===== config.mk =====
export PLATFORM = sky130hd
export DESIGN_NAME = kinnow_mem_master
export DESIGN_NICKNAME = d
export VERILOG_FILES = /design/src/rtl/kinnow_mem_master.sv
export SDC_FILE = /design/constraint.sdc
export NUM_CORES = 1
export LEC_CHECK = 0
export CAP_MARGIN = 20
export CORE_MARGIN = 5
export CORE_UTILIZATION = 50
export CTS_BUF_LIST = sky130_fd_sc_hd__clkbuf_8 sky130_fd_sc_hd__clkbuf_16
export CTS_CLUSTER_DIAMETER = 60
export CTS_CLUSTER_SIZE = 25
export DETAILED_ROUTE_END_ITERATION = 8
export GPL_TIMING_DRIVEN = 0
export PLACE_DENSITY = 0.86
export REMOVE_ABC_BUFFERS = 1
export SYNTH_ARGS = -nofsm -noshare
export SYNTH_HDL_FRONTEND = slang
export SYNTH_SLANG_ARGS = --single-unit

===== constraint.sdc =====
create_clock -name clk_i -period 4.25 [get_ports clk_i]
set_input_delay 0.85 -clock clk_i [delete_from_list [all_inputs] [get_ports clk_i]]
set_output_delay 0.85 -clock clk_i [all_outputs]
set_load 0.02 [all_outputs]

===== src/rtl/kinnow_mem_master.sv =====
// kinnow_mem_master: CPU load/store initiator for the 128K DRAM. Sub-word stores
// are read-modify-write; each DRAM wait state aborts after TIMEOUT stalled cycles.
//
// state     | meaning
// ----------+-------------------------------------------------------------
// S_IDLE    | ready for a request; decodes errors on accept
// S_RD      | read address presented to the DRAM for one cycle
// S_RD_WAIT | waiting on mem_rdy for read data (load, or RMW fetch)
// S_WR      | single-cycle write strobe with full or merged word
// S_WR_WAIT | waiting on mem_rdy for write completion
// S_RESP    | response held until the consumer takes it
module kinnow_mem_master #(
  parameter int unsigned TIMEOUT = 16
) (
  input  logic        clk_i,
  input  logic        rst_i,
  input  logic        req_valid_i,
  output logic        req_ready_o,
  input  logic        req_we_i,
  input  logic [1:0]  req_size_i,
  input  logic        req_signed_i,
  input  logic [31:0] req_addr_i,
  input  logic [31:0] req_wdata_i,
  output logic        resp_valid_o,
  input  logic        resp_ready_i,
  output logic [31:0] resp_rdata_o,
  output logic        resp_err_o,
  output logic [31:0] mem_addr_o,
  output logic        mem_we_o,
  output logic [31:0] mem_wdata_o,
  input  logic [31:0] mem_rdata_i,
  input  logic        mem_rdy_i
);

  localparam logic [2:0] S_IDLE    = 3'd0;
  localparam logic [2:0] S_RD      = 3'd1;
  localparam logic [2:0] S_RD_WAIT = 3'd2;
  localparam logic [2:0] S_WR      = 3'd3;
  localparam logic [2:0] S_WR_WAIT = 3'd4;
  localparam logic [2:0] S_RESP    = 3'd5;

  localparam logic [7:0] TIMEOUT_C = 8'(TIMEOUT);

  logic [2:0]  state_q, state_d;
  logic        ready_q, ready_d;
  logic        we_q, we_d;
  logic [1:0]  size_q, size_d;
  logic        signed_q, signed_d;
  logic [1:0]  lane_q, lane_d;
  logic [15:0] wdata_q, wdata_d;
  logic [7:0]  cnt_q, cnt_d;
  logic [31:0] mem_addr_q, mem_addr_d;
  logic        mem_we_q, mem_we_d;
  logic [31:0] mem_wdata_q, mem_wdata_d;
  logic        resp_valid_q, resp_valid_d;
  logic [31:0] resp_rdata_q, resp_rdata_d;
  logic        resp_err_q, resp_err_d;

  logic        req_err;
  logic [7:0]  cnt_inc;
  logic        timed_out;
  logic [4:0]  byte_sh;
  logic [4:0]  half_sh;
  logic [7:0]  byte_sel;
  logic [15:0] half_sel;
  logic [31:0] load_data;
  logic [31:0] lane_mask;
  logic [31:0] lane_data;
  logic [31:0] merged;

  // Stores are only legal in the low 64K; the upper bank is read-only.
  assign req_err = (req_size_i == 2'd3)
                || (req_size_i == 2'd1 && req_addr_i[0])
                || (req_size_i == 2'd2 && req_addr_i[1:0] != 2'b00)
                || (req_we_i && req_addr_i[31:16] != 16'h0000);

  assign cnt_inc   = cnt_q + 8'd1;
  assign timed_out = !mem_rdy_i && (cnt_inc == TIMEOUT_C);

  assign byte_sh  = {lane_q, 3'b000};
  assign half_sh  = {lane_q[1], 4'b0000};
  assign byte_sel = mem_rdata_i[byte_sh +: 8];
  assign half_sel = mem_rdata_i[half_sh +: 16];

  always_comb begin
    load_data = mem_rdata_i;
    lane_mask = 32'hFFFF_FFFF;
    lane_data = 32'h0000_0000;
    case (size_q)
      2'd0: begin
        load_data = {{24{signed_q & byte_sel[7]}}, byte_sel};
        lane_mask = 32'h0000_00FF << byte_sh;
        lane_data = {24'h000000, wdata_q[7:0]} << byte_sh;
      end
      2'd1: begin
        load_data = {{16{signed_q & half_sel[15]}}, half_sel};
        lane_mask = 32'h0000_FFFF << half_sh;
        lane_data = {16'h0000, wdata_q} << half_sh;
      end
      default: begin
        load_data = mem_rdata_i;
        lane_mask = 32'hFFFF_FFFF;
        lane_data = 32'h0000_0000;
      end
    endcase
    merged = (mem_rdata_i & ~lane_mask) | lane_data;
  end

  always_comb begin
    state_d      = state_q;
    we_d         = we_q;
    size_d       = size_q;
    signed_d     = signed_q;
    lane_d       = lane_q;
    wdata_d      = wdata_q;
    cnt_d        = cnt_q;
    mem_addr_d   = mem_addr_q;
    mem_we_d     = 1'b0;
    mem_wdata_d  = mem_wdata_q;
    resp_valid_d = resp_valid_q;
    resp_rdata_d = resp_rdata_q;
    resp_err_d   = resp_err_q;

    case (state_q)
      S_IDLE: begin
        if (req_valid_i && ready_q) begin
          we_d     = req_we_i;
          size_d   = req_size_i;
          signed_d = req_signed_i;
          lane_d   = req_addr_i[1:0];
          wdata_d  = req_wdata_i[15:0];
          if (req_err) begin
            state_d      = S_RESP;
            resp_valid_d = 1'b1;
            resp_rdata_d = 32'h0000_0000;
            resp_err_d   = 1'b1;
          end else if (req_we_i && req_size_i == 2'd2) begin
            state_d     = S_WR;
            mem_addr_d  = {req_addr_i[31:2], 2'b00};
            mem_we_d    = 1'b1;
            mem_wdata_d = req_wdata_i;
          end else begin
            state_d    = S_RD;
            mem_addr_d = {req_addr_i[31:2], 2'b00};
          end
        end
      end

      S_RD: begin
        state_d = S_RD_WAIT;
        cnt_d   = 8'd0;
      end

      S_RD_WAIT: begin
        if (mem_rdy_i) begin
          if (we_q) begin
            state_d     = S_WR;
            mem_we_d    = 1'b1;
            mem_wdata_d = merged;
          end else begin
            state_d      = S_RESP;
            resp_valid_d = 1'b1;
            resp_rdata_d = load_data;
            resp_err_d   = 1'b0;
          end
        end else if (timed_out) begin
          state_d      = S_RESP;
          resp_valid_d = 1'b1;
          resp_rdata_d = 32'h0000_0000;
          resp_err_d   = 1'b1;
        end else begin
          cnt_d = cnt_inc;
        end
      end

      S_WR: begin
        state_d = S_WR_WAIT;
        cnt_d   = 8'd0;
      end

      S_WR_WAIT: begin
        if (mem_rdy_i || timed_out) begin
          state_d      = S_RESP;
          resp_valid_d = 1'b1;
          resp_rdata_d = 32'h0000_0000;
          resp_err_d   = !mem_rdy_i;
        end else begin
          cnt_d = cnt_inc;
        end
      end

      S_RESP: begin
        if (resp_ready_i) begin
          state_d      = S_IDLE;
          resp_valid_d = 1'b0;
        end
      end

      default: state_d = S_IDLE;
    endcase

    // Registered so that ready stays low throughout reset and rises one cycle after release.
    ready_d = (state_d == S_IDLE);
  end

  always_ff @(posedge clk_i) begin
    if (!rst_i) begin
      state_q      <= S_IDLE;
      ready_q      <= 1'b0;
      we_q         <= 1'b0;
      size_q       <= 2'd0;
      signed_q     <= 1'b0;
      lane_q       <= 2'd0;
      wdata_q      <= 16'h0000;
      cnt_q        <= 8'd0;
      mem_addr_q   <= 32'h0000_0000;
      mem_we_q     <= 1'b0;
      mem_wdata_q  <= 32'h0000_0000;
      resp_valid_q <= 1'b0;
      resp_rdata_q <= 32'h0000_0000;
      resp_err_q   <= 1'b0;
    end else begin
      state_q      <= state_d;
      ready_q      <= ready_d;
      we_q         <= we_d;
      size_q       <= size_d;
      signed_q     <= signed_d;
      lane_q       <= lane_d;
      wdata_q      <= wdata_d;
      cnt_q        <= cnt_d;
      mem_addr_q   <= mem_addr_d;
      mem_we_q     <= mem_we_d;
      mem_wdata_q  <= mem_wdata_d;
      resp_valid_q <= resp_valid_d;
      resp_rdata_q <= resp_rdata_d;
      resp_err_q   <= resp_err_d;
    end
  end

  assign req_ready_o  = ready_q;
  assign resp_valid_o = resp_valid_q;
  assign resp_rdata_o = resp_rdata_q;
  assign resp_err_o   = resp_err_q;
  assign mem_addr_o   = mem_addr_q;
  assign mem_we_o     = mem_we_q;
  assign mem_wdata_o  = mem_wdata_q;

endmodule


==> qor.csv <==
metric,value,unit
antenna_found_initial,0,
worst_pin_slew,1.00,ns
worstPathMaxFanout,19,
rows,41,
async_reset_ff_share,0,%
grt_max_degree,89,
maxSlewHeadroom,33.0,%
die_w,123,µm
antenna_cells,0,
clk_latency,0.42,ns
status,finished with violations,
synth-compound-area-share,24.5,%
htreeDepth,4,
drt_wl_total,20800,µm
ys_top_cells_by_count,"152 x nand2_1, 131 x dfxtp_1, 71 x o21ai_0",
cts_post_setup_buffers_inserted,0,
finalSetupTns,0,ns
grt_overflow,0,
yosysUniqueCellTypes,56,
layout_min_cycle_time,3.57,ns
die_h,123,µm
cp_data_required_time,4.59,ns
crit_start,req_addr_i[28],
ctsHoldBuffers,0,
clkPwrFrac,36.2,%
cts_inserted_buffers,17,
grt_pass1_wl,32100,µm
nets,1050,
dp.cells,1094,
drcViolationCount,4,
hpwl,15000,µm
drtAntennaViolNets,0,
hold_path_class,register to register,
yosys.area_share.xor_xnor,0.829,%
drive_above_1_share,7.11,%
seq_area_frac_synth,41.4,%
synth_edf_count,0,
clock_sinks,131,
netlist_area,6340,µm²
yosys.area_share.adder,0.197,%
rsz0062_at_grt,no,
hold_viol_final,0,
yosysTopAreaCell,dfxtp_1,
worstPathArrival,3.92,ns
vias_per_cell,5.88,
grt_util_all_layers,27.2,%
crit_path_end_kind,register,
die_area,15000,µm²
post_cts_resized,0,
violations,DRC,
vdd_drop_max,0.298,mV
port_buffers,202,
wl_per_cell,18.5,µm
synth_seq_cells,131,
synth_most_common_cell,nand2_1,
synth_simple_gate_area_share,18.7,%
drt_iter0_markers,664,
pwr-share-seq,36.6,%
startpoint_type,input pin,
p_int,2.67,mW
fmax,280,MHz
p_sw_share,31.7,%
yosys-top-cells-area,"dfxtp_1 41%, nand2_1 9.0%, mux2i_1 6.3%, o21ai_0 5.6%, a22oi_1 3.6%",
grt_pass1_vias,6067,
synth_top_family_by_area,compound AO/OA/AOI/OAI gates,
combPwrFrac,27.3,%
stdcell_count,1129,
period_share,84.0,%
syn_area_per_cell,8.15,µm²
hold_path_startpoint,mem_wdata_o[27],
cts_tree,yes,
cts_root_buf,clkbuf_16,
worst-setup-path-type,input pin to register,
cts_buffer_depth,2,
boundaryPins,205,
synth_mux_area_share,8.98,%
ys.flop_type,dfxtp_1,
core,12500,µm²
fin_skew,0.00395,ns
place.gp.congestion,0.905,
powerDensity,429,nW/µm²
drv_slew,0,
netlist_instances,778,
yosys_warnings,0,
maxCapViolCount,0,
r2r_start,state_q[0],
areaGrowthSynthToFinish,43.5,%
finalSetupViolations,0,
p_switching,1.24,mW
synth_top_area_share,41.4,%
start_util,50.6,%
vias,6640,
leakage,3.20,nW
dr.pass1.iters,9,
clk_pin_slew,0.05,ns
## logic make-up (layout without fill, tap and decap cells)
logic type,after synthesis,count (layout)
XOR/XNOR,6,6
other,1,2
buffers and inverters,79,257
AND/OR/NAND/NOR,273,273
adder cells (fa/ha/maj),1,1
AO/OA/AOI/OAI,232,232
multiplexers,55,55
flip-flops,131,131
## layout by cell type, fill, tap and decap left out, types with 5 or more instances in the layout
cell,n
nand2b_1,6
a211oi_1,17
a22oi_1,30
a21o_1,8
mux2i_1,40
a222oi_1,16
mux2_2,15
clkbuf_16,17
nor3_1,9
clkdlybuf4s50_1,201
o21ai_1,6
inv_1,11
nand2_1,152
o2111ai_1,16
a22o_1,7
a21oi_1,38
o21ai_0,71
nand3_1,42
nor2_1,38
dfxtp_1,131
clkinv_2,5
## state kept, by name (all words and copies together), names as in the netlist
register,flops
wdata_q,16
mem_addr_o,30
resp_valid_o,1
mem_we_o,1
req_ready_o,1
cnt_q,8
we_q,1
resp_err_o,1
state_q,3
lane_q,2
signed_q,1
resp_rdata_o,32
mem_wdata_o,32
size_q,2
## path summary, 6_finish.rpt
path                       to  slack [ns]  cells after the start
max           mem_wdata_o[12]        0.68                      9
min           mem_wdata_o[27]        0.45                      2
max reg2reg  resp_rdata_o[26]        1.19                      7
min reg2reg   mem_wdata_o[27]        0.45                      2
## through the flow
step / cell area (µm²) / utilization, % / hold WS, ns / power [mW] / setup slack, ns
after floorplan: 6040 / - / 0.448 / 2.06 / -0.836
after global placement: 8280 / 66.2 / 0.435 / 2.46 / -3.70
after detailed placement: 8480 / 67.8 / 0.441 / 2.47 / 0.280
after CTS: 9060 / 72.4 / 0.449 / 3.88 / 0.716
after global routing: 9100 / 72.7 / 0.460 / 4.06 / 0.518
final: 9100 / 72.7 / 0.446 / 3.91 / 0.680
## layer usage
layer  global-route usage, %  vias to the layer above  share of wire (%)  routed length [µm]
met2                    43.1                      331                 47                9880
li1                        -                     3161                  -                   -
met4                    11.7                        0                3.3                 684
met1                    35.1                     3092                 40                8280
met5                       0                        -                  0                   0
met3                    7.19                       56                9.6                1990
## worst max-delay path: stages
cell and delay (ns):
clkdlybuf4s50_1 0.45, nor4_1 0.34, nand3_1 0.20, or4_4 0.56, a2111oi_4 0.86, buf_8 0.25, buf_8 0.17, o2111ai_1 0.11
o21ai_0 0.10
## power groups by stage
stage	registers (mW)	logic, mW	clock network, mW
floorplan	1.46	0.601	0
global placement	1.44	1.02	0
detailed placement	1.45	1.02	0
CTS	1.42	1.03	1.42
global route	1.44	1.14	1.48
finish	1.43	1.07	1.41
## area by class of cell
class / count / area, µm²
Clock inverter: 13 / 119
Fill cell: 970 / 3420
Timing Repair Buffer: 215 / 2230
Tap cell: 172 / 215
Clock buffer: 19 / 453
Sequential cell: 131 / 2620
Multi-Input combinational cell: 569 / 3420
Inverter: 10 / 37.5
Power figures use the tool's default switching activity.
==> RTL edit (same flow settings) <==
Register the output `resp_err_o` once more, cleared by the reset; this adds one clock of latency there. The other outputs are not delayed to match.
--- a/src/rtl/kinnow_mem_master.sv
+++ b/src/rtl/kinnow_mem_master.sv
@@ -242,3 +242,9 @@
   assign resp_rdata_o = resp_rdata_q;
-  assign resp_err_o   = resp_err_q;
+  always_ff @(posedge clk_i) begin
+    if (!rst_i) begin
+      resp_err_o <= '0;
+    end else begin
+      resp_err_o <= resp_err_q;
+    end
+  end
   assign mem_addr_o   = mem_addr_q;
Behaviour: not the same (a bounded check fails within 4 cycles, from zero or initial values and one cycle with rst_i low).
==> RTL edit against the original RTL <==
Sequential share of layout area decreased by 0.49 points; synthesized area increased by 5.0%; total power decreased by 1.4%; routed wire length decreased by 1.5%; count of clock-buffer cells in the layout increased by 2; sequential cell count increased by 1; cell area increased by 2.5%; clock power increased by 3%; worst setup slack improved by 0.17 ns; critical endpoint is now mem_addr_o[23].
==> RTL edit: results (changes against the original RTL) <==
stage	metric	value	unit	change
min_path	worst hold start	mem_addr_o[18]		was mem_wdata_o[27]
power	Max VDD drop	264	uV	was 298 uV
setup_path	WP data arrival	3.75	ns	was 3.92 ns
place	DP Wirelength	14.8	mm	was 15.0 mm
detailed_routing	Via density	5.81		was 5.88
setup_path	Register-to-Register Path Depth	8		was 7
setup_path	R2R Path Start	state_q[0]		unchanged
synth	Synth Area in XOR/XNOR	0.00132		was 0.00829
setup_path	CP peak stage delay	0.84	ns	was 0.86 ns
synth	adder-cell share of the synthesized area	0.00188		was 0.00197
synth	mux contribution to synthesized area	0.0974		was 0.0898
place	RD Place Congestion	0.902		was 0.905
global_route	met2 Use GR	0.419		was 0.431
global_route	first-pass GRT wire length	32.3	mm	was 32.1 mm
global_route	number of global-route vias before repair	6357		was 6067
final_layout	Final nets	1062		was 1050
global_route	GR Util met3	0.0925		was 0.0719
setup_path	critical path fanouts, max	23		was 19
place	worst slack at placement	0.464	ns	was 0.280 ns
detailed_routing	Final Routed Wirelength	20.5	mm	was 20.8 mm
global_route	Global Route met1 Usage	0.291		was 0.351
run_status	status	finished clean		was finished with violations
timing	Final Skew	0.00432	ns	was 0.00395 ns
detailed_routing	drt first pass iters	5		was 9
setup_path	Crit-path slowest cell	nor3_2		was a2111oi_4
synth	most instantiated cells after synthesis	151 x nand2_1, 132 x dfxtp_1, 58 x clkbuf_1, 52 x nand3_1, 52 x o21ai_0		was 152 x nand2_1, 131 x dfxtp_1, 71 x o21ai_0, 54 x clkbuf_1, 42 x nand3_1
setup_path	FF-to-FF setup slack	0.95	ns	was 1.19 ns
detailed_routing	initial drt markers	567		was 664
synth	post-synth cell types	61		was 56
setup_path	R2R Path End	mem_addr_o[23]		was resp_rdata_o[26]
synth	sequential area share after synthesis	0.397		was 0.414
==> RTL edit: cell types whose count changed after synthesis, moves of 15 or more <==
cell	change
o2111ai_1	-15
nor3b_1	+17
a22oi_1	-23
o21ai_0	-19
a21oi_1	-30
a21boi_0	+22
a221oi_1	+24
a211oi_1	-17
a222oi_1	-16
a221o_1	+15
==> RTL edit: logic make-up after synthesis <==
kind of cell | count (synthesis)
compound gates | 208
xor+xnor | 1
fa+ha+maj | 1
buf+inv | 87
flops | 132
mux | 61
other cells | 1
simple gates | 305
==> RTL edit: worst max path at each step <==
stage                 from               end  slack [ns]  cells after the start
2_1_floorplan  req_valid_i    mem_addr_o[10]       -0.35                      3
3_3_place_gp         rst_i  resp_rdata_o[21]       -2.86                      5
3_5_place_dp   req_valid_i    mem_addr_o[26]        0.46                      8
4_1_cts        req_valid_i    mem_addr_o[23]        0.91                      8
5_1_grt         state_q[0]    mem_addr_o[26]        0.63                      8
6_report       req_valid_i    mem_addr_o[23]        0.85                      8
==> RTL edit: area by class of cell <==
| cell class | count | area, um^2 |
|---|---|---|
| tap | 176 | 220 |
| timing repair buffer | 211 | 2190 |
| clock buffer | 21 | 480 |
| multi-input combinational | 578 | 3630 |
| fill | 1026 | 3810 |
| inverter | 16 | 60.1 |
| sequential | 132 | 2640 |
| clock inverter | 11 | 109 |
==> RTL edit: worst reg2reg max path: stages, from the launching register on <==
cell and delay [ns]:
dfxtp_1 0.44, nor3_1 0.41, nand3_1 0.76, nor3_2 0.84, buf_8 0.24, buf_8 0.16
buf_6 0.16, nand3_1 0.11, o21ai_0 0.10
==> RTL edit: layer usage <==
metal / wire length, um / vias to the layer above
met4: 666 / 0
met3: 1950 / 48
met1: 8280 / 3093
li1: - / 3206
met2: 9620 / 300
met5: 0 / -
==> RTL edit: through the flow <==
stage,util,hold slack (ns),std cells,area (um^2)
after detailed placement,0.662,0.449,1111,8700
after floorplan,-,0.428,726,6320
after global placement,0.652,0.442,1104,8570
after global routing,0.710,0.480,1145,9330
final,0.710,0.454,1145,9330
after CTS,0.707,0.457,1143,9290
==> RTL edit: report_power, final <==
part / leakage [nW] / internal (mW) / total, mW / switching, mW
registers: 1.07 / 1.32 / 1.41 / 0.0915
logic: 2.03 / 0.450 / 0.992 / 0.542
clock network: 0.301 / 0.915 / 1.45 / 0.537
